==> src/rtl/mips_mc_pkg.sv <==
// Shared definitions for the multicycle MIPS controller.
// Holds the FSM state encoding, opcode/funct values, ALU operation codes
// and the datapath mux encodings used by the controller and its ALU decoder.
package mips_mc_pkg;

  typedef enum logic [3:0] {
    S_FETCH   = 4'd0,
    S_DECODE  = 4'd1,
    S_MEMADR  = 4'd2,
    S_MEMRD   = 4'd3,
    S_MEMWB   = 4'd4,
    S_MEMWR   = 4'd5,
    S_EXECUTE = 4'd6,
    S_ALUWB   = 4'd7,
    S_BRANCH  = 4'd8,
    S_ADDIEX  = 4'd9,
    S_ADDIWB  = 4'd10,
    S_JUMP    = 4'd11
  } state_t;

  localparam logic [5:0] OP_RTYPE = 6'b000000;
  localparam logic [5:0] OP_LW    = 6'b100011;
  localparam logic [5:0] OP_SW    = 6'b101011;
  localparam logic [5:0] OP_BEQ   = 6'b000100;
  localparam logic [5:0] OP_BNE   = 6'b000101;
  localparam logic [5:0] OP_ADDI  = 6'b001000;
  localparam logic [5:0] OP_J     = 6'b000010;

  localparam logic [5:0] FN_ADD = 6'b100000;
  localparam logic [5:0] FN_SUB = 6'b100010;
  localparam logic [5:0] FN_AND = 6'b100100;
  localparam logic [5:0] FN_OR  = 6'b100101;
  localparam logic [5:0] FN_SLT = 6'b101010;

  localparam logic [2:0] ALU_AND = 3'b000;
  localparam logic [2:0] ALU_OR  = 3'b001;
  localparam logic [2:0] ALU_ADD = 3'b010;
  localparam logic [2:0] ALU_SUB = 3'b110;
  localparam logic [2:0] ALU_SLT = 3'b111;

  localparam logic [1:0] ALUOP_ADD   = 2'b00;
  localparam logic [1:0] ALUOP_SUB   = 2'b01;
  localparam logic [1:0] ALUOP_FUNCT = 2'b10;

  localparam logic [1:0] SRCB_B       = 2'b00;
  localparam logic [1:0] SRCB_FOUR    = 2'b01;
  localparam logic [1:0] SRCB_IMM     = 2'b10;
  localparam logic [1:0] SRCB_IMM_SH2 = 2'b11;

  localparam logic [1:0] PCSRC_ALU    = 2'b00;
  localparam logic [1:0] PCSRC_ALUOUT = 2'b01;
  localparam logic [1:0] PCSRC_JUMP   = 2'b10;

endpackage

==> src/rtl/mc_aludec.sv <==
// ALU decoder for the multicycle controller.
// Ports: funct  - instr[5:0]
//        aluop  - 00 add, 01 sub, 10 decode funct
//        alucontrol - ALU operation
//        bad_funct  - funct not recognised (only meaningful for aluop=10)
module mc_aludec
  import mips_mc_pkg::*;
(
  input  logic [5:0] funct,
  input  logic [1:0] aluop,
  output logic [2:0] alucontrol,
  output logic       bad_funct
);

  always_comb begin
    alucontrol = ALU_ADD;
    bad_funct  = 1'b0;
    case (aluop)
      ALUOP_SUB: alucontrol = ALU_SUB;
      ALUOP_FUNCT: begin
        case (funct)
          FN_ADD:  alucontrol = ALU_ADD;
          FN_SUB:  alucontrol = ALU_SUB;
          FN_AND:  alucontrol = ALU_AND;
          FN_OR:   alucontrol = ALU_OR;
          FN_SLT:  alucontrol = ALU_SLT;
          default: bad_funct  = 1'b1;
        endcase
      end
      default: alucontrol = ALU_ADD;
    endcase
  end

endmodule

==> src/rtl/multicycle_controller.sv <==
// Moore FSM controller for the shared-ALU, shared-memory multicycle MIPS core.
// Inputs : clk, reset (sync, active-high), op, funct, zero, mem_ready
// Outputs: datapath enables (pcen, irwrite, memwrite, regwrite), mux selects
//          (iord, regdst, memtoreg, alusrca, alusrcb, pcsrc), alucontrol,
//          instr_done (retire pulse), illegal_instr (unsupported op/funct).
//
// state    | meaning
// FETCH    | read instruction at PC, PC+4 -> PC; waits for mem_ready
// DECODE   | branch target -> ALUOut, dispatch on op
// MEMADR   | base + signimm for lw/sw
// MEMRD    | load data read; waits for mem_ready
// MEMWB    | load data -> rt
// MEMWR    | store write; waits for mem_ready
// EXECUTE  | R-type ALU operation
// ALUWB    | ALUOut -> rd
// BRANCH   | compare A-B, take branch from ALUOut
// ADDIEX   | A + signimm
// ADDIWB   | ALUOut -> rt
// JUMP     | jump target -> PC
module multicycle_controller
  import mips_mc_pkg::*;
#(
  parameter bit SUPPORT_BNE  = 1'b1,
  parameter bit SUPPORT_ADDI = 1'b1
) (
  input  logic       clk,
  input  logic       reset,
  input  logic [5:0] op,
  input  logic [5:0] funct,
  input  logic       zero,
  input  logic       mem_ready,
  output logic       pcen,
  output logic       irwrite,
  output logic       iord,
  output logic       memwrite,
  output logic       regwrite,
  output logic       regdst,
  output logic       memtoreg,
  output logic       alusrca,
  output logic [1:0] alusrcb,
  output logic [1:0] pcsrc,
  output logic [2:0] alucontrol,
  output logic       instr_done,
  output logic       illegal_instr
);

  state_t     state, state_next;
  logic [1:0] aluop;
  logic       bad_funct;

  mc_aludec u_aludec (
    .funct      (funct),
    .aluop      (aluop),
    .alucontrol (alucontrol),
    .bad_funct  (bad_funct)
  );

  always_ff @(posedge clk) begin
    if (reset) state <= S_FETCH;
    else       state <= state_next;
  end

  always_comb begin
    state_next    = S_FETCH;
    pcen          = 1'b0;
    irwrite       = 1'b0;
    iord          = 1'b0;
    memwrite      = 1'b0;
    regwrite      = 1'b0;
    regdst        = 1'b0;
    memtoreg      = 1'b0;
    alusrca       = 1'b0;
    alusrcb       = SRCB_B;
    pcsrc         = PCSRC_ALU;
    aluop         = ALUOP_ADD;
    instr_done    = 1'b0;
    illegal_instr = 1'b0;
    case (state)
      S_FETCH: begin
        alusrcb    = SRCB_FOUR;
        irwrite    = mem_ready;
        pcen       = mem_ready;
        state_next = mem_ready ? S_DECODE : S_FETCH;
      end
      S_DECODE: begin
        alusrcb = SRCB_IMM_SH2;
        case (op)
          OP_LW, OP_SW: state_next = S_MEMADR;
          OP_RTYPE:     state_next = S_EXECUTE;
          OP_BEQ:       state_next = S_BRANCH;
          OP_BNE: begin
            if (SUPPORT_BNE) state_next = S_BRANCH;
            else             illegal_instr = 1'b1;
          end
          OP_ADDI: begin
            if (SUPPORT_ADDI) state_next = S_ADDIEX;
            else              illegal_instr = 1'b1;
          end
          OP_J:         state_next = S_JUMP;
          default:      illegal_instr = 1'b1;
        endcase
      end
      S_MEMADR: begin
        alusrca    = 1'b1;
        alusrcb    = SRCB_IMM;
        state_next = (op == OP_LW) ? S_MEMRD : S_MEMWR;
      end
      S_MEMRD: begin
        iord       = 1'b1;
        state_next = mem_ready ? S_MEMWB : S_MEMRD;
      end
      S_MEMWB: begin
        regwrite   = 1'b1;
        memtoreg   = 1'b1;
        instr_done = 1'b1;
      end
      S_MEMWR: begin
        iord       = 1'b1;
        memwrite   = 1'b1;
        instr_done = mem_ready;
        state_next = mem_ready ? S_FETCH : S_MEMWR;
      end
      S_EXECUTE: begin
        alusrca       = 1'b1;
        aluop         = ALUOP_FUNCT;
        illegal_instr = bad_funct;
        state_next    = S_ALUWB;
      end
      S_ALUWB: begin
        regwrite   = 1'b1;
        regdst     = 1'b1;
        instr_done = 1'b1;
      end
      S_BRANCH: begin
        alusrca    = 1'b1;
        aluop      = ALUOP_SUB;
        pcsrc      = PCSRC_ALUOUT;
        pcen       = (op == OP_BNE) ? ~zero : zero;
        instr_done = 1'b1;
      end
      S_ADDIEX: begin
        alusrca    = 1'b1;
        alusrcb    = SRCB_IMM;
        state_next = S_ADDIWB;
      end
      S_ADDIWB: begin
        regwrite   = 1'b1;
        instr_done = 1'b1;
      end
      S_JUMP: begin
        pcsrc      = PCSRC_JUMP;
        pcen       = 1'b1;
        instr_done = 1'b1;
      end
      default: state_next = S_FETCH;
    endcase
  end

endmodule

==> config.mk <==
export PLATFORM = sky130hd
export DESIGN_NAME = multicycle_controller
export DESIGN_NICKNAME = d
export VERILOG_FILES = /design/src/rtl/mips_mc_pkg.sv /design/src/rtl/mc_aludec.sv /design/src/rtl/multicycle_controller.sv
export SDC_FILE = /design/constraint.sdc
export NUM_CORES = 1
export LEC_CHECK = 0
export CAP_MARGIN = 40
export CORE_AREA = 2 2 46 48
export DETAILED_ROUTE_END_ITERATION = 8
export DIE_AREA = 0 0 48 50
export GPL_TIMING_DRIVEN = 0
export HOLD_SLACK_MARGIN = 0.02
export PLACE_DENSITY = 0.79
export SYNTH_ARGS = -nofsm -noshare
export SYNTH_HDL_FRONTEND = slang
export SYNTH_HIERARCHICAL = 1
export SYNTH_SLANG_ARGS = --single-unit
==> constraint.sdc <==
create_clock -name clk -period 3.4 [get_ports clk]
set_input_delay 0.34 -clock clk [delete_from_list [all_inputs] [get_ports clk]]
set_output_delay 0.34 -clock clk [all_outputs]
set_load 0.02 [all_outputs]
=== Word level (Yosys, flattened, before mapping) ===
Index checks and enable logic that the tools add are counted.

* Bits in registers: 4
* Output and inout port bits: 17
* Logic and storage cells: 62

* Eq/ne operators: 24
* Multiplexer cells: 25
* Bitwise gates (word level): 1
* Reduce and logical (&&, ||, !) cells: 11

{| class="wikitable"
|+ Operators with widths
! operator !! number
|-
| $eq A6 B6 Y1 const B || 7
|-
| $pmux W4 S7 || 1
|-
| $pmux W4 S5 || 1
|-
| $eq A4 B3 Y1 const B || 4
|-
| $eq A4 B4 Y1 const B || 4
|-
| $eq A6 B3 Y1 const B || 2
|-
| $mux W1 || 12
|-
| $pmux W3 S4 || 1
|-
| $reduce_or A5 Y1 || 2
|-
| $mux W3 || 3
|-
| $eq A4 B2 Y1 const B || 2
|-
| $pmux W2 S2 || 2
|-
| $reduce_or A2 Y1 || 4
|-
| $reduce_or A7 Y1 || 1
|-
| $eq A6 B2 Y1 const B || 1
|-
| $eq A6 B4 Y1 const B || 1
|-
| $logic_not A6 Y1 || 1
|-
| $pmux W2 S3 || 1
|-
| $pmux W3 S2 || 1
|-
| $eq A4 B1 Y1 const B || 1
|-
| $logic_not A4 Y1 || 1
|-
| $pmux W1 S2 || 2
|-
| $reduce_or A4 Y1 || 1
|-
| $pmux W1 S3 || 1
|-
| 4 further kinds || 4
|}

=== Depth between registers and ports, before layout ===
* Depth after elaboration: 5
* Mapped depth: 9

=== Hierarchy ===
Netlist, hierarchy kept.

{| class="wikitable"
|+ By module, submodules not included
! module !! times used !! cells each !! area each (µm²)
|-
| multicycle_controller || 1 || 88 || 548.0
|-
| mc_aludec || 1 || 20 || 148.9
|}

=== Least setup slack after synthesis ===
Ideal clock, no wire load.

* Path kind: reg2out
* From: register state[3]
* To: output alucontrol[1]
* Arrival: 1.709 ns
* Setup slack: 1.351 ns
* Stages on the path, launching flop included: 8
* Path buffers: 1
* Path through: dfxtp_1 -> clkbuf_1 -> nand2_1 -> nor3_1 -> inv_1 -> ha_1 -> nor2_1 -> a41oi_1

* Word-level cells in the longest chain between the ends: 4
* Elaborated cells between the ends (all ways): 6
* Those cells by class: 4 x eq/ne; 2 x mux

{| class="wikitable"
|+ Ends and longest elaborated chain
! element !! line !! source
|-
| from (decl) || multicycle_controller.sv:47 || <nowiki>state_t state, state_next;</nowiki>
|-
| from (signal assigned) || multicycle_controller.sv:60 || <nowiki>else state <= state_next;</nowiki>
|-
| $eq A4 B4 Y1 / $eq A4 B3 Y1 (equally long branches) || multicycle_controller.sv:78 || <nowiki>case (state)</nowiki>
|-
| $pmux W2 S2 * || multicycle_controller.sv:78 ||
|-
| via aluop[0] || multicycle_controller.sv:48 || <nowiki>logic [1:0] aluop;</nowiki>
|-
| $eq A2 B2 Y1 / $eq A2 B1 Y1 (equally long branches) || mc_aludec.sv:18 || <nowiki>case (aluop)</nowiki>
|-
| $pmux W3 S2 * || mc_aludec.sv:18 ||
|-
| to (decl) || multicycle_controller.sv:42 || <nowiki>output logic [2:0] alucontrol,</nowiki>
|}

Mark *: on every way through the listed nets, which the timed path passes. The rest lies on a longest branch.

=== Worst setup path in the final report ===
* From: register state[3]
* To: output alucontrol[2]

The elaborated chain is that of the path after synthesis.

==> results by group <==
Status
  – Status: complete, no violations

CTS
  – Clk sink count: 4
  – CTS max path bufs: 2
  – CTS H-tree depth: 1
  – Worst-Skew Late Latency: 0.25 ns
  – CTS resizes: 0
  – Post-CTS Hold Buffers: 0
  – Postcts setup bufs: 0
  – Clk root buf: clkbuf_4
  – CTS tree: built
  – Clock transition at the registers of the reported paths: 0.04 ns
  – Num CTS Buffers: 3

Global route
  – Overflow after GRT: 0
  – Met3 usage: 2.20%
  – GR Util met2: 33.3%
  – Largest net degree at the start of global routing: 11
  – Initial antenna violation count: 0
  – GRT Resource Usage Total: 19.0%
  – Met1 global-route usage: a little under a quarter
  – GR peak layer: met2
  – Vias in the first global route: 796
  – First-pass GRT wire length: around 3300 um

Synthesis
  – Post-synth EDFFs: 0
  – Synth cell types: 34
  – Yosys top cell area share: a little under an eighth
  – Mean Syn Cell Area: 6.45 um^2
  – Flops & latches, synth: 4
  – Leading area contributor after synthesis: dfxtp_1
  – Mapped Cells: approximately 110
  – Area contributors post-synth: dfxtp_1, nor2_1, nand2b_1, nand2_1, nor3_1
  – Post-Syn Nets: 126
  – Ys flop type: dfxtp_1
  – Synth async-reset ratio: 0%
  – Synth warn: 6
  – Cell Area, Synth: 697 um^2
  – Register area share after synthesis: 11.5%

Cells and area
  – Largest register by flop count: state
  – Antenna cells: 0
  – Area growth syn-to-layout: 54.0%
  – Biggest regs: state x4
  – Final Instance Area: 1070 um^2
  – Layout Nets: between 150 and 200
  – Flip-flop count of the largest register, all copies and words added: 4
  – Fraction of layout cells with a size suffix above 1: 6.29%

Die
  – I/O Pins: 33
  – Die H: 50 um
  – Core Region: 1900 um^2
  – Row Count: 16
  – Die Wd: 48 um
  – Die ar.: 2400 um^2
  – Initial Util: 36.6%

Critical path
  – CP Launch Type: register
  – WP data arrival: 2.62 ns
  – Worst R2R Setup Slack: ~1.8 ns
  – CP required: 3.06 ns
  – Critical path type: register to output port
  – Critical Path End Type: output port
  – Max Fanout on Critical Path: 8

STA
  – Sum of negative setup slack: 0 ns
  – Setup ws final: 0.443 ns
  – Final Hold Vio Count: 0
  – FMAX: 338 MHz
  – # setup viols final: 0
  – Ratio of final minimum period to clock period: between 80% and 90%
  – Slew @ Worst Pin: ~0.46 ns
  – Min Tclk post-route: ~3 ns
  – Worst slew margin: 69.3%
  – Slew Limit Fails: 0
  – Unrepaired setup endpoints after global routing: no
  – Clock Skew: 0.0122 ns

Placed design
  – Place WS: 0.702 ns
  – IO buf count: 32
  – Placement-stage cell area: approximately 1100 um^2
  – HPWL after detailed placement: 1700 um
  – RePlAce Congestion: 0.885

Drt
  – Total number of vias: 940
  – Final WL: 2140 um
  – Pre-Repair DR Iteration Count: 4
  – Wire per inst: between 10 and 15 um
  – Remaining DRCs: 0
  – Post-DR vias/cell: 5.53
  – DRT iter0 DRCs: 30
  – Post-DRT Antenna Nets: 0

Min path
  – Worst Hold Class: register to register

Power and ir drop
  – Power Dens Cells: approximately 170 nW/um^2
  – Post-layout power: 0.000182 W
  – Peak supply drop: 0.101 mV
  – Leak: 0.386 nW

Job
  – Total of max-cap violations: 0
-- cell usage after synthesis (2+ instances only) --
master    number
nand2_1       11
a31oi_1        4
dfxtp_1        4
o21ai_0        4
inv_1          5
ha_1           2
nand2b_1       7
and4bb_1       2
clkbuf_1       4
o22ai_1        2
nor2_1        13
a21oi_1        7
nor3b_1        2
nor2b_1        3
nand3_1        7
nand4_1        2
xnor2_1        2
mux2i_1        2
buf_2          3
nor3_1         8
-- metrics by stage --
step | hold slack (ns) | utilization, % | std cells
after floorplan | 0.420 | - | 108
after global placement | 0.657 | 55.3 | 167
after detailed placement | 0.667 | 55.3 | 167
after CTS | 0.677 | 56.4 | 170
after global routing | 0.724 | 56.4 | 170
final | 0.686 | 56.4 | 170
-- cells in the final DEF, fill, tap and decap left out, types with 3 or more instances in the layout --
cell,netlist,final
clkdlybuf4s50_1,0,32
nor2b_1,3,3
nand2_1,11,11
clkbuf_4,0,3
nor2_1,13,13
nor3_1,8,8
o21ai_0,4,4
inv_1,5,5
nand3_1,7,7
dfxtp_1,4,4
clkbuf_1,4,4
buf_2,3,3
a31oi_1,4,4
nand2b_1,7,7
a21oi_1,7,7
-- final timing paths --
check,start,endpoint,cells after the start
setup / recovery,state[3],alucontrol[2],8
hold / removal,state[2],state[2],2
setup reg to reg,state[1],state[0],6
hold reg to reg,state[2],state[2],2
-- routing by layer --
layer,up-vias,wire length [um]
li1,465,-
met1,432,915
met2,41,1100
met3,2,110
met4,0,10
met5,-,0
-- cell type report --
type | instances | area (um^2)
Tap cell | 27 | 33.8
Timing Repair Buffer | 32 | 320
Sequential cell | 4 | 80.1
Clock buffer | 3 | 22.5
Multi-Input combinational cell | 92 | 568
Inverter | 5 | 18.8
Fill cell | 195 | 828
Buffer | 7 | 30.0
-- cell families (layout without fill, tap and decap cells) --
logic type               Yosys count  count (layout)  synth area share [%]
flip-flops                         4               4                  11.5
AND/OR/NAND/NOR                   59              59                  45.6
buffers and inverters             12              47                  7.00
XOR/XNOR                           3               3                  3.77
AO/OA/AOI/OAI                     26              26                  25.7
adder cells (fa/ha/maj)            2               2                  3.59
multiplexers                       2               2                  2.87
-- where the power goes --
part	total, W	internal (W)	switching [W]
sequential	0.0000496	0.0000482	0.00000140
combinational	0.0000708	0.0000362	0.0000346
clock	0.0000615	0.0000396	0.0000218
total	0.000182	0.000124	0.0000578
-- critical path, stage by stage (launching register included) --
cell and delay, ns:
dfxtp_1 0.30, clkbuf_1 0.28, nand2_1 0.19, nor3_1 0.29
inv_1 0.08, ha_1 0.34, nor2b_1 0.13, a32o_1 0.17
clkdlybuf4s50_1 0.60
No activity file was read; power rests on OpenSTA's default activity.
